[src/rtl/bin_to_bcd_seq.sv]
// Sequential double-dabble binary-to-BCD converter with start/busy/done handshake.
// Optional build macro LEADING_ZERO_BLANK_EN registers a leading-zero blank mask on blank.
//
// state    | meaning
// ---------+------------------------------------------------------------
// ST_IDLE  | waiting for start; bcd_out holds the last result
// ST_SHIFT | one add-3/shift step per edge, BIN_W steps in total
// ST_DONE  | one-cycle result-valid state, done pulse is high here
module bin_to_bcd_seq #(
    parameter int BIN_W  = 16,
    parameter int DIGITS = 5
) (
    input  logic                  clock,
    input  logic                  reset,
    input  logic                  start,
    input  logic [BIN_W-1:0]      bin_in,
    output logic                  busy,
    output logic                  done,
    output logic [4*DIGITS-1:0]   bcd_out,
    output logic [DIGITS-1:0]     blank
);

    localparam int CNT_W = $clog2(BIN_W + 1);

    typedef enum logic [1:0] {
        ST_IDLE  = 2'd0,
        ST_SHIFT = 2'd1,
        ST_DONE  = 2'd2
    } state_t;

    state_t               state, state_nxt;
    logic [BIN_W-1:0]     shreg, shreg_nxt;
    logic [4*DIGITS-1:0]  scratch, scratch_nxt;
    logic [CNT_W-1:0]     count, count_nxt;
    logic                 load, shift_en, finish;
    logic [3:0]           nib_adj;
    logic                 carry;

    always_ff @(posedge clock) begin
        if (reset) begin
            state <= ST_IDLE;
        end else begin
            state <= state_nxt;
        end
    end

    always_comb begin
        state_nxt = state;
        load      = 1'b0;
        shift_en  = 1'b0;
        finish    = 1'b0;
        case (state)
            ST_IDLE: begin
                if (start) begin
                    load      = 1'b1;
                    state_nxt = ST_SHIFT;
                end
            end
            ST_SHIFT: begin
                shift_en = 1'b1;
                if (count == CNT_W'(1)) begin
                    finish    = 1'b1;
                    state_nxt = ST_DONE;
                end
            end
            ST_DONE: state_nxt = ST_IDLE;
            default: state_nxt = ST_IDLE;
        endcase
    end

    // Nibbles are adjusted in parallel; each adjusted nibble's MSB carries into the next one up.
    always_comb begin
        scratch_nxt = '0;
        nib_adj     = '0;
        carry       = shreg[BIN_W-1];
        for (int i = 0; i < DIGITS; i++) begin
            nib_adj = scratch[4*i +: 4];
            if (nib_adj >= 4'd5) begin
                nib_adj = nib_adj + 4'd3;
            end
            scratch_nxt[4*i +: 4] = {nib_adj[2:0], carry};
            carry = nib_adj[3];
        end
        shreg_nxt = {shreg[BIN_W-2:0], 1'b0};
        count_nxt = count - CNT_W'(1);
    end

    always_ff @(posedge clock) begin
        if (reset) begin
            shreg   <= '0;
            scratch <= '0;
            count   <= '0;
            bcd_out <= '0;
            done    <= 1'b0;
        end else begin
            done <= finish;
            if (load) begin
                shreg   <= bin_in;
                scratch <= '0;
                count   <= CNT_W'(BIN_W);
            end else if (shift_en) begin
                shreg   <= shreg_nxt;
                scratch <= scratch_nxt;
                count   <= count_nxt;
            end
            if (finish) begin
                bcd_out <= scratch_nxt;
            end
        end
    end

    assign busy = (state == ST_SHIFT) || (state == ST_DONE);

`ifdef LEADING_ZERO_BLANK_EN
    logic [DIGITS-1:0] blank_reg, blank_nxt;
    logic              upper_zero;

    // Scan from the top digit down; digit 0 is never blanked so zero still shows "0".
    always_comb begin
        blank_nxt  = '0;
        upper_zero = 1'b1;
        for (int i = DIGITS - 1; i >= 1; i--) begin
            upper_zero   = upper_zero && (scratch_nxt[4*i +: 4] == 4'd0);
            blank_nxt[i] = upper_zero;
        end
    end

    always_ff @(posedge clock) begin
        if (reset) begin
            blank_reg <= '0;
        end else if (finish) begin
            blank_reg <= blank_nxt;
        end
    end

    assign blank = blank_reg;
`else
    assign blank = '0;
`endif

endmodule

[config.mk]
export PLATFORM = sky130hd
export DESIGN_NAME = bin_to_bcd_seq
export DESIGN_NICKNAME = d
export VERILOG_FILES = /design/src/rtl/bin_to_bcd_seq.sv
export SDC_FILE = /design/constraint.sdc
export NUM_CORES = 1
export LEC_CHECK = 0
export CAP_MARGIN = 20
export CORE_UTILIZATION = 57
export DETAILED_ROUTE_END_ITERATION = 10
export PLACE_DENSITY = 0.91
export RECOVER_POWER = 100
export SYNTH_ARGS = -nofsm -noshare
export SYNTH_HDL_FRONTEND = slang
export SYNTH_SLANG_ARGS = --single-unit
[constraint.sdc]
create_clock -name clock -period 4.45 [get_ports clock]
set_input_delay 0.89 -clock clock [delete_from_list [all_inputs] [get_ports clock]]
set_output_delay 0.89 -clock clock [all_outputs]
set_load 0.03 [all_outputs]
# After elaboration in Yosys (flattened, before gate mapping)
# Index checks and enable logic that the tools add are counted.
totals:
  register_bits: 64
  latch_bits: 0
  ramBits: 0
  rom_bits: 0
  output_inout_bits: 27
  word_cells: 45
  memories: 0
classes:
  n_addsub: 6
  mul: 0
  n_div: 0
  n_lt_le_gt_ge: 5
  n_eq_ne: 5
  n_shift: 0
  mux: 17
  bitwise: 0
  n_reduce_logical: 5
op_table:
  columns: ["op", "n"]
  rows:
  - ["16-bit two-way mux", 2]
  - ["4-bit by 3-bit greater-or-equal comparator with 1-bit output (second input constant)", 5]
  - ["4-bit by 2-bit adder with 4-bit output (second input constant)", 4]
  - ["4-bit two-way mux", 4]
  - ["5-bit two-way mux", 2]
  - ["5-bit by 1-bit equality test with 1-bit output (second input constant)", 1]
  - ["1-bit two-way mux", 5]
  - ["5-bit by 1-bit subtractor with 5-bit output (second input constant)", 1]
  - ["2-bit two-way mux", 2]
  - ["2-bit != test (second input constant)", 2]
  - ["2-bit case mux with 2 select lines", 1]
  - ["3-bit by 2-bit adder with 3-bit output (second input constant)", 1]
  - ["3-bit two-way mux", 1]
  - ["2-bit by 1-bit equality test with 1-bit output (second input constant)", 1]
  - ["2-bit equality test (second input constant)", 1]
  - ["2-bit logical NOT", 1]
  - ["2-bit AND reduction", 1]
  - ["2-bit nonzero test", 1]
  - ["2-bit OR reduction", 1]
  - ["1-bit logical OR", 1]

# Logic depth before layout (Yosys ltp)
# Gate-level depths: netlist of run 1.
logic_depth:
  depth_word: 4
  ltp_mapped: 8
  ltp_nobuf: 6

# Least setup slack after synthesis of run 1
# Ideal clock, no wire load.
synth_timing:
  kind: "input to register"
  startpoint: "input port start"
  endpoint: "register scratch[10]"
  setup_ns: 0.075
  t_arrival_ns: 1.668
  t_required_ns: 4.375
  setup_slack_ns: 2.707
  stages: 3
  n_path_buf: 0
  cell_sequence: "a21oi_1 > nand2_1 > o21ai_0"
synth_between:
  elab_chain_len: 3
synth_lines:
  columns: ["item", "line", "source"]
  rows:
  - ["start, declared", "15", "input logic start,"]
  - ["1-bit two-way mux", "54", "if (start) begin"]
  - ["1-bit two-way mux", "52", "case (state)"]
  - ["2-bit OR reduction (no line)", null, null]
  - ["end signal, assigned", "103", "scratch <= scratch_nxt;"]
  - ["end, declared", "33", "logic [4*DIGITS-1:0] scratch, scratch_nxt;"]
# No other way between the ends.
# A chain may end at the register's enable or synchronous reset.

# Worst setup path in the final report of run 1
layout_timing:
  startpoint: "register state[1]"
  endpoint: "register bcd_out[3]"
layout_between:
  elab_chain_len: 2
layout_lines:
  columns: ["item", "line", "source"]
  rows:
  - ["start, declared", "31", "state_t state, state_nxt;"]
  - ["start signal, assigned", "43", "state <= state_nxt;"]
  - ["2-bit by 1-bit equality test with 1-bit output", "52", null]
  - ["1-bit two-way mux", "52", null]
  - ["end signal, assigned", "107", "bcd_out <= scratch_nxt;"]
  - ["end, declared", "19", "output logic [4*DIGITS-1:0] bcd_out,"]
# No other way between the ends.

==> flow_summary_export.csv, run 1 <==
group,metric,value,unit
setup_path,reg2reg_slack,1.41,ns
final_layout,nets,406,
setup_path,cp_max_fo,53,
synthesis,synth_top_family_by_area,"simple AND/OR/NAND/NOR gates",
final_layout,diodes,0,
floorplan,chipWidth,74.10,um
route,route.detailed.drc,0,
power_and_ir_drop,netSwitchingFraction,0.3097,
power_and_ir_drop,clockPowerShare,0.305,
clock_tree,cts_tree,"built",
synthesis,synth_xor_area_frac,0.02660,
sta,setup_slack,1.411,ns
setup_path,critical_path_class,"reg -> reg",
synthesis,yosysSeqAreaShare,0.4324,
synthesis,synthMostInstantiatedCell,"dfxtp_1",
sta,relSlewSlack,0.3963,
clock_tree,cts_resized,0,
synthesis,yosys_warnings,0,
final_layout,fillCellCount,367,
global_route,grt_pass1_wl,10430,um
power_and_ir_drop,power_switching,0.4376,mW
sta,setup_viol,0,
final_layout,multiInputGateArea,1515,um2
setup_path,cp.arrival,3.29,ns
global_route,overflow,0,
synthesis,synth_fa_ha_area_frac,0.06334,
sta,finalSetupTns,0,ns
clock_tree,numCtsBuffers,9,
synthesis,synth_edf_count,0,
floorplan,placement_rows,25,
synthesis,async_reset_ff_frac,0,
route,initialDrtViolationCount,132,
clock_tree,cts_hold_buf,0,
sta,worst_pin_slew,0.9022,ns
sta,finalCriticalPeriod,3.039,ns
clock_tree,ctsLongestPathBuffers,2,
global_route,grtUsageTotal,0.2499,
status,outcome,"finished, final reports clean",
sta,grt_setup_unrepaired,"false",
power_and_ir_drop,powerDensity,399.5,nW/um2
floorplan,die_area,5490,um2
job,cap_viol_max_count,0,
global_route,grt_max_degree,54,
clock_tree,clock_sinks,64,
final_layout,layout-drive-gt1-share,0.05836,
placement,io_buffers,40,
floorplan,die_h,74.10,um
route,routedWlPerCell,13.93,um
synthesis,synthCells,334,
sta,clock_skew,0.004814,ns
power_and_ir_drop,p_seq_frac,0.463,
floorplan,coreArea,4848,um2
min_path,hp-class,"reg -> reg",
placement,hpwl,4047,um
synthesis,yosys-top-cells-count,"64 x dfxtp_1, 39 x nor2_1, 24 x o21ai_0, 23 x a21oi_1, 20 x a211oi_1",
route,drt-vias-per-instance,5.473,
floorplan,io_pins,46,
setup_path,start_kind,"register",
power_and_ir_drop,p_leak,1.308,nW
sta,post-route-period-util,0.6829,
route,routed_wl,6185,um
clock_tree,h-tree-depth,3,
setup_path,cp-end-kind,"register",
synthesis,ys.flop_type,"dfxtp_1",
placement,place.gp.congestion,0.8387,
synthesis,synth_compound_area_frac,0.1660,
final_layout,regArea,1281,um2
setup_path,required,4.70,ns
clock_tree,insertion_delay,0.34,ns
sta,maxSlewViolCount,0,
power_and_ir_drop,power_frac_comb,0.232,
synthesis,postSynthAreaPerCell,8.871,um2
route,firstDrtPassIters,4,
synthesis,synth_mux_area_frac,0.07644,
route,final_antenna_net_count,0,
synthesis,syn_area,2963,um2
global_route,grt_pass1_vias,2326,
sta,timing.fmax,329.1,MHz
power_and_ir_drop,peakVddDrop,0.2725,mV
final_layout,area_delta_synth_final,19.38,%
sta,finalHoldViolations,0,
synthesis,yosysUniqueCellTypes,30,
floorplan,initial_utilization,0.6111,
synthesis,synth_area_leaders,"dfxtp_1 43%, ha_1 6.3%, mux2i_1 5.7%, a211oi_1 5.1%, nor2_1 4.9%",
route,vias,2430,
synthesis,yosys.area_share.simple,0.1744,
clock_tree,cts_root_buf,"clkbuf_8",
global_route,antenna_found_initial,0,
synthesis,synth_top_area_share,0.4324,
clock_tree,cts_setup_buffers,0,
placement,place_ws,1.785,ns
clock_tree,cts.clk_slew.worst_paths,0.07,ns
synthesis,synth_seq_cells,64,
synthesis,synth_top_area_cell,"dfxtp_1",
power_and_ir_drop,intPower,0.9754,mW
-- per-layer routing --
| layer | up-vias | part of all wire | track usage |
|---|---|---|---|
| li1 | 1225 | - | - |
| met1 | 1117 | 0.43 | 0.3124 |
| met2 | 73 | 0.50 | 0.4131 |
| met3 | 15 | 0.046 | 0.03930 |
| met4 | 0 | 0.025 | 0.1368 |
| met5 | - | 0 | 0 |
-- sequential cells by signal, summed over array words and instances, names as in the netlist --
signal	count
bcd_out	20
done	1
shreg	16
count	5
scratch	20
state	2
-- final cells by class --
class,instances,area share
Inverter,15,0.01592
Multi-Input combinational cell,236,0.4284
Sequential cell,64,0.3622
Tap cell,67,0.02370
Clock buffer,13,0.04209
Timing Repair Buffer,46,0.1227
Clock inverter,3,0.004952
-- cells by family after synthesis --
kind of cell / count (synthesis)
compound gates: 82
flops: 64
simple gates: 103
buf+inv: 38
other cells: 1
mux: 22
fa+ha+maj: 15
xor+xnor: 9
-- power by group through the flow --
stage / logic, mW / registers (mW) / clock network (mW)
floorplan: 0.250 / 0.667 / 0
global placement: 0.317 / 0.664 / 0
detailed placement: 0.327 / 0.666 / 0
CTS: 0.333 / 0.654 / 0.435
global route: 0.367 / 0.659 / 0.451
finish: 0.328 / 0.654 / 0.431
-- through the flow --
| stage | instances | cell area, um2 | power [mW] | hold WS (ns) | utilization |
|---|---|---|---|---|---|
| 6_report | 444 | 3537 | 1.413 | 0.4849 | 0.7295 |
| 5_1_grt | 444 | 3537 | 1.477 | 0.5151 | 0.7295 |
| 4_1_cts | 443 | 3551 | 1.421 | 0.4894 | 0.7324 |
| 3_5_place_dp | 427 | 3385 | 0.9926 | 0.4732 | 0.6981 |
| 3_3_place_gp | 427 | 3385 | 0.9807 | 0.4683 | 0.6981 |
| 2_1_floorplan | 338 | 2978 | 0.9166 | 0.4439 | - |
-- layout by cell type, fill, tap and decap left out, types with 2 or more instances in the layout --
cell type / count
o22ai_1: 10
buf_4: 3
clkdlybuf4s50_1: 16
xnor2_1: 8
clkbuf_1: 6
inv_1: 15
or3_1: 6
clkinv_2: 2
nor3b_1: 5
mux2i_1: 17
a211oi_1: 20
mux2_2: 5
nor2_1: 39
nand2b_1: 17
a21oi_1: 23
clkbuf_8: 10
o21ai_0: 24
a311oi_1: 5
dlygate4sd3_1: 24
ha_1: 15
dfxtp_1: 64
nand2_1: 19
nand3_1: 6
conb_1: 5
nor3_1: 2
nand3b_1: 6
-- final timing paths --
kind | start | to | depth (start not counted)
setup / recovery | state[1] | bcd_out[3] | 8
hold / removal | bcd_out[5] | bcd_out[5] | 2
setup reg to reg | state[1] | bcd_out[3] | 8
hold reg to reg | bcd_out[5] | bcd_out[5] | 2
-- critical path: stages (launching register included) --
cell and delay [ns]:
dfxtp_1 0.32, inv_1 0.09, ha_1 0.15, buf_4 0.47, nand2b_1 0.22, nor2_1 0.73, clkbuf_1 0.62, nor2_1 0.08
a311oi_1 0.25
No activity file was read; power rests on OpenSTA's default activity.
==> inputs of run 2 (changes only) <==
--- a/config.mk
+++ b/config.mk
@@ -6,9 +6,9 @@
 export NUM_CORES = 1
 export LEC_CHECK = 0
 export CAP_MARGIN = 20
-export CORE_UTILIZATION = 57
+export CORE_UTILIZATION = 48
 export DETAILED_ROUTE_END_ITERATION = 10
-export PLACE_DENSITY = 0.91
+export PLACE_DENSITY = 0.82
 export RECOVER_POWER = 100
 export SYNTH_ARGS = -nofsm -noshare
 export SYNTH_HDL_FRONTEND = slang
==> constraint.sdc (replaced) <==
create_clock -name clock -period 2.5 [get_ports clock]
set_input_delay 0.5 -clock clock [delete_from_list [all_inputs] [get_ports clock]]
set_output_delay 0.5 -clock clock [all_outputs]
set_load 0.03 [all_outputs]
==> run 2 against run 1 <==
Against the previous run:
- clock-buffer cell count down 2
- via count down 1.4%
- first-iteration DRC count down 26%
- design area up 1.7%
- core utilization down 12 points
- highest routed layer unchanged
- largest power group unchanged
- cell count up 2.0%
- non-clock buffer count up 2
- global-route usage down 4.4 points
- hold slack worse by 0.0036 ns
- sequential share of layout area down 0.59 points
==> flow_summary_export.csv, run 2 (synthesis results as in run 1) <==
group,metric,value,unit
global_route,grt_pass1_vias,2291,
clock_tree,insertion_delay,0.34,ns
sta,finalCriticalPeriod,2.288,ns
route,final_antenna_net_count,0,
sta,whs,0.4813,ns
floorplan,die_area,6491,um2
placement,io_buffers,40,
setup_path,cp.arrival,1.79,ns
sta,clock_skew,0.01023,ns
global_route,grt_max_degree,37,
floorplan,chipWidth,80.57,um
sta,setup_slack,0.2119,ns
min_path,hp-class,"reg -> reg",
clock_tree,ctsLongestPathBuffers,2,
setup_path,critical_path_class,"reg -> out",
global_route,antenna_found_initial,0,
power_and_ir_drop,clockPowerShare,0.349,
power_and_ir_drop,peakVddDrop,0.4696,mV
sta,grt_setup_unrepaired,"false",
power_and_ir_drop,netSwitchingFraction,0.2886,
final_layout,fillCellCount,513,
final_layout,largestRegisters,"bcd_out (20), scratch (20), shreg (16)",
global_route,grtUsageTotal,0.2059,
placement,place_ws,0.5680,ns
sta,post-route-period-util,0.9152,
placement,hpwl,3808,um
clock_tree,h-tree-depth,3,
final_layout,nets,408,
power_and_ir_drop,intPower,1.909,mW
route,routedWlPerCell,12.75,um
floorplan,io_pins,46,
route,vias,2395,
final_layout,diodes,0,
setup_path,start_kind,"register",
route,route.detailed.drc,0,
final_layout,area_delta_synth_final,21.37,%
setup_path,cp_max_fo,3,
final_layout,final_common_cell,"dfxtp_1",
global_route,overflow,0,
clock_tree,cts_resized,0,
sta,finalHoldViolations,0,
power_and_ir_drop,powerDensity,746.1,nW/um2
clock_tree,cts_root_buf,"clkbuf_8",
clock_tree,numCtsBuffers,9,
final_layout,mostFrequentLayoutCells,"64 x dfxtp_1, 38 x nor2_1, 24 x o21ai_0, 23 x a21oi_1, 22 x dlygate4sd3_1",
power_and_ir_drop,p_leak,1.338,nW
clock_tree,cts_hold_buf,0,
route,firstDrtPassIters,5,
sta,timing.fmax,437.1,MHz
sta,finalSetupTns,0,ns
clock_tree,cts_tree,"built",
route,routed_wl,5776,um
power_and_ir_drop,power_frac_comb,0.217,
placement,place.gp.congestion,0.7642,
floorplan,coreArea,5921,um2
sta,setup_viol,0,
floorplan,initial_utilization,0.5004,
sta,worst_pin_slew,1.240,ns
floorplan,die_h,80.57,um
job,cap_viol_max_count,0,
sta,maxSlewViolCount,0,
sta,relSlewSlack,0.1736,
route,initialDrtViolationCount,98,
power_and_ir_drop,p_seq_frac,0.434,
floorplan,placement_rows,28,
clock_tree,clock_sinks,64,
setup_path,required,2.00,ns
route,drt-vias-per-instance,5.287,
placement,dp_cells,438,
clock_tree,cts.clk_slew.worst_paths,0.07,ns
global_route,grt_pass1_wl,10200,um
status,outcome,"finished, final reports clean",
setup_path,reg2reg_slack,0.38,ns
final_layout,finalNonFillerCells,453,
final_layout,layout-drive-gt1-share,0.06614,
clock_tree,cts_setup_buffers,0,
power_and_ir_drop,power_switching,0.7744,mW
setup_path,cp-end-kind,"output port",
## run 2: power groups by stage
stage / sequential [mW] / clock, mW / combinational, mW
finish: 1.16 / 0.938 / 0.582
global route: 1.17 / 1.00 / 0.650
CTS: 1.16 / 0.946 / 0.598
detailed placement: 1.19 / 0 / 0.590
global placement: 1.18 / 0 / 0.575
floorplan: 1.19 / 0 / 0.445
## run 2: metrics by stage
step | power (mW) | util | instance area (um2)
2_1_floorplan | 1.632 | - | 2978
3_3_place_gp | 1.757 | 0.5771 | 3417
3_5_place_dp | 1.776 | 0.5771 | 3417
4_1_cts | 2.707 | 0.6112 | 3618
5_1_grt | 2.826 | 0.6074 | 3596
6_report | 2.683 | 0.6074 | 3596
## run 2: final cells by class
| type | count | area, um2 | share of cell area |
|---|---|---|---|
| inverter | 15 | 56.30 | 0.01566 |
| clock buffer | 11 | 131.4 | 0.03653 |
| sequential | 64 | 1281 | 0.3563 |
| clock inverter | 4 | 70.07 | 0.01949 |
| timing repair buffer | 48 | 447.9 | 0.1246 |
| tap | 75 | 93.84 | 0.02610 |
| multi-input combinational | 236 | 1515 | 0.4214 |
## run 2: layer usage
layer	up-vias	wire, um	track usage
li1	1236	-	-
met1	1094	2713	0.2505
met2	52	2679	0.3381
met3	13	259	0.05568
met4	0	123	0.08929
met5	-	0	0
## run 2: path summary, 6_finish.rpt
kind | cells after the start | start | endpoint
hold / removal | 2 | scratch[19] | scratch[19]
setup / recovery | 3 | state[0] | busy
hold reg to reg | 2 | scratch[19] | scratch[19]
setup reg to reg | 6 | state[0] | shreg[0]
## run 2: worst max-delay path: stages, from the launching register on
cell	delay [ns]
dfxtp_1	0.37
inv_1	0.07
ha_1	0.28
dlygate4sd3_1	0.73
==> inputs of run 3 (changes only) <==
--- a/config.mk
+++ b/config.mk
@@ -5,10 +5,11 @@
 export SDC_FILE = /design/constraint.sdc
 export NUM_CORES = 1
 export LEC_CHECK = 0
+export ABC_AREA = 1
 export CAP_MARGIN = 20
-export CORE_UTILIZATION = 48
+export CORE_UTILIZATION = 50
 export DETAILED_ROUTE_END_ITERATION = 10
-export PLACE_DENSITY = 0.82
+export PLACE_DENSITY = 0.84
 export RECOVER_POWER = 100
 export SYNTH_ARGS = -nofsm -noshare
 export SYNTH_HDL_FRONTEND = slang
==> run 3 against run 2 <==
Against the previous run:
- the run now ends with design-rule violations left
- sequential share of layout area shrank 3.1 points
- fmax grew 0.37%
- combinational power grew 25%
- first-iteration DRC count grew 90%
- flip-flop and latch count is the same
- critical endpoint unchanged
- total power grew 2.1%
- critical path depth is the same
- critical path type unchanged
==> flow_summary_export.csv, run 3 <==
group,metric,value,unit
clock_tree,cts.clk_slew.worst_paths,0.07,ns
sta,timing.fmax,438.7,MHz
clock_tree,cts_hold_buf,0,
power_and_ir_drop,peakVddDrop,0.4586,mV
route,firstDrtPassIters,7,
synthesis,yosys_warnings,0,
clock_tree,cts_resized,0,
floorplan,coreArea,6422,um2
placement,io_buffers,40,
setup_path,cp-end-kind,"output port",
floorplan,placement_rows,29,
sta,finalSetupTns,0,ns
sta,setup_viol,0,
final_layout,regArea,1281,um2
sta,grt_setup_unrepaired,"false",
synthesis,syn_area,3368,um2
clock_tree,h-tree-depth,3,
final_layout,fillCellCount,601,
sta,clock_skew,0.007507,ns
sta,finalHoldViolations,0,
sta,post-route-period-util,0.9119,
power_and_ir_drop,p_leak,1.873,nW
setup_path,start_kind,"register",
setup_path,cp_max_fo,3,
synthesis,synth_top_area_share,0.3804,
synthesis,synth_top_area_cell,"dfxtp_1",
clock_tree,numCtsBuffers,9,
final_layout,layout-drive-gt1-share,0.05421,
floorplan,initial_utilization,0.5244,
route,route.detailed.drc,6,
route,routedWlPerCell,11.92,um
floorplan,chipWidth,84.08,um
setup_path,setup.worst_path.start,"state[0]",
clock_tree,cts_tree,"built",
setup_path,reg2reg_slack,0.43,ns
placement,place.gp.congestion,0.8733,
synthesis,yosysUniqueCellTypes,28,
floorplan,die_h,84.08,um
clock_tree,cts_root_buf,"clkbuf_8",
setup_path,critical_path_class,"reg -> out",
clock_tree,insertion_delay,0.34,ns
synthesis,synthMostInstantiatedCell,"nand2_1",
global_route,grtUsageTotal,0.2189,
setup_path,rr_endpoint,"bcd_out[8]",
status,outcome,"finished, violations left",
setup_path,cp.arrival,1.78,ns
synthesis,yosys-top-cells-count,"125 x nand2_1, 75 x inv_1, 64 x dfxtp_1, 62 x a21oi_1, 37 x nand3_1",
route,routed_wl,7293,um
final_layout,area_delta_synth_final,17.01,%
sta,finalCriticalPeriod,2.280,ns
sta,relSlewSlack,0.3715,
clock_tree,ctsLongestPathBuffers,2,
route,vias,3219,
sta,whs,0.4572,ns
floorplan,die_area,7069,um2
route,final_antenna_net_count,0,
final_layout,final_common_cell,"nand2_1",
setup_path,required,2.00,ns
route,initialDrtViolationCount,186,
global_route,overflow,0,
synthesis,async_reset_ff_frac,0,
global_route,grt_max_degree,40,
final_layout,nets,564,
placement,hpwl,5120,um
synthesis,postSynthAreaPerCell,6.888,um2
global_route,grt_pass1_wl,12510,um
synthesis,synth_seq_cells,64,
clock_tree,clock_sinks,64,
final_layout,largestRegisters,"bcd_out (20), scratch (20), shreg (16)",
route,drt-vias-per-instance,5.260,
synthesis,synth_edf_count,0,
clock_tree,cts_setup_buffers,0,
min_path,worstHoldStart,"shreg[14]",
min_path,hp-class,"reg -> reg",
setup_path,r2r-start,"state[1]",
sta,maxSlewViolCount,0,
synthesis,ys.flop_type,"dfxtp_1",
final_layout,diodes,0,
synthesis,synthCells,489,
synthesis,synth_area_leaders,"dfxtp_1 38%, nand2_1 14%, a21oi_1 9.2%, inv_1 8.4%, ha_1 5.6%",
final_layout,mostFrequentLayoutCells,"125 x nand2_1, 75 x inv_1, 66 x a21oi_1, 64 x dfxtp_1, 38 x nand3_1",
global_route,grt_pass1_vias,2924,
job,cap_viol_max_count,0,
min_path,min_to,"shreg[15]",
min_path,whs_path_depth,2,
global_route,antenna_found_initial,0,
status,violations,"design-rule violations",
power_and_ir_drop,powerDensity,695.0,nW/um2
final_layout,multiInputGateArea,1630,um2
synthesis,yosysSeqAreaShare,0.3804,
setup_path,reg2reg_depth,7,
sta,worst_pin_slew,0.9427,ns
floorplan,io_pins,46,
run 3: cell count changes in the layout (fill, tap and decap cells not counted), sizes merged, moves of 8 or more:
cell and change:
nand2 +107, o21ai +8, mux2i -17, xnor2 -8, inv +62, nand3 +32, nand2b -17, a21oi +45
nand4 +20, a211oi -20, nor2 -19, o22ai -10
run 3: cell type report:
class,instances,area share
well taps,77,0.02444
clock inverters,3,0.003810
repair buffers,49,0.1152
clock buffers,13,0.04286
inverters,78,0.07492
multi-input cells,328,0.4136
flip-flops and latches,64,0.3251
run 3: cells by family after synthesis:
kind of cell | Yosys count | synth area share
compound gates | 102 | 0.1594
fa+ha+maj | 15 | 0.05572
buf+inv | 101 | 0.1341
flops | 64 | 0.3804
other cells | 1 | 0.001113
simple gates | 206 | 0.2693
run 3: worst max-delay path, cell delays in order, from the launching register on:
cell and delay [ns]:
dfxtp_1 0.35, inv_1 0.07, ha_1 0.27, dlygate4sd3_1 0.75
run 3: power by group:
| part | internal [mW] | switching, mW |
|---|---|---|
| combinational | 0.258 | 0.470 |
| clock | 0.436 | 0.384 |
| sequential | 1.12 | 0.0680 |
| total | 1.82 | 0.922 |
run 3: layer usage:
metal,track usage,wire length [um],up-vias,part of all wire
li1,-,-,1653,-
met1,0.2594,3264,1467,0.45
met2,0.3770,3544,88,0.49
met3,0.06133,371,11,0.051
met4,0.07837,112,0,0.015
met5,0,0,-,0
run 3: stage by stage:
stage / cells / setup slack (ns) / power (mW) / area [um2] / utilization
floorplan: 493 / 1.162 / 1.774 / 3383 / -
global placement: 596 / 0.5039 / 1.926 / 3791 / 0.5903
detailed placement: 596 / 0.4842 / 1.948 / 3791 / 0.5903
CTS: 612 / 0.2645 / 2.772 / 3975 / 0.6189
global route: 612 / 0.1231 / 2.922 / 3941 / 0.6137
finish: 612 / 0.2203 / 2.739 / 3941 / 0.6137
run 3: worst max path at each step:
stage                   to  cells past startpoint  slack [ns]
2_1_floorplan  scratch[12]                     10        1.16
3_3_place_gp    scratch[9]                      8        0.50
3_5_place_dp    scratch[6]                      8        0.48
4_1_cts               busy                      3        0.26
5_1_grt               busy                      3        0.12
6_report              busy                      3        0.22
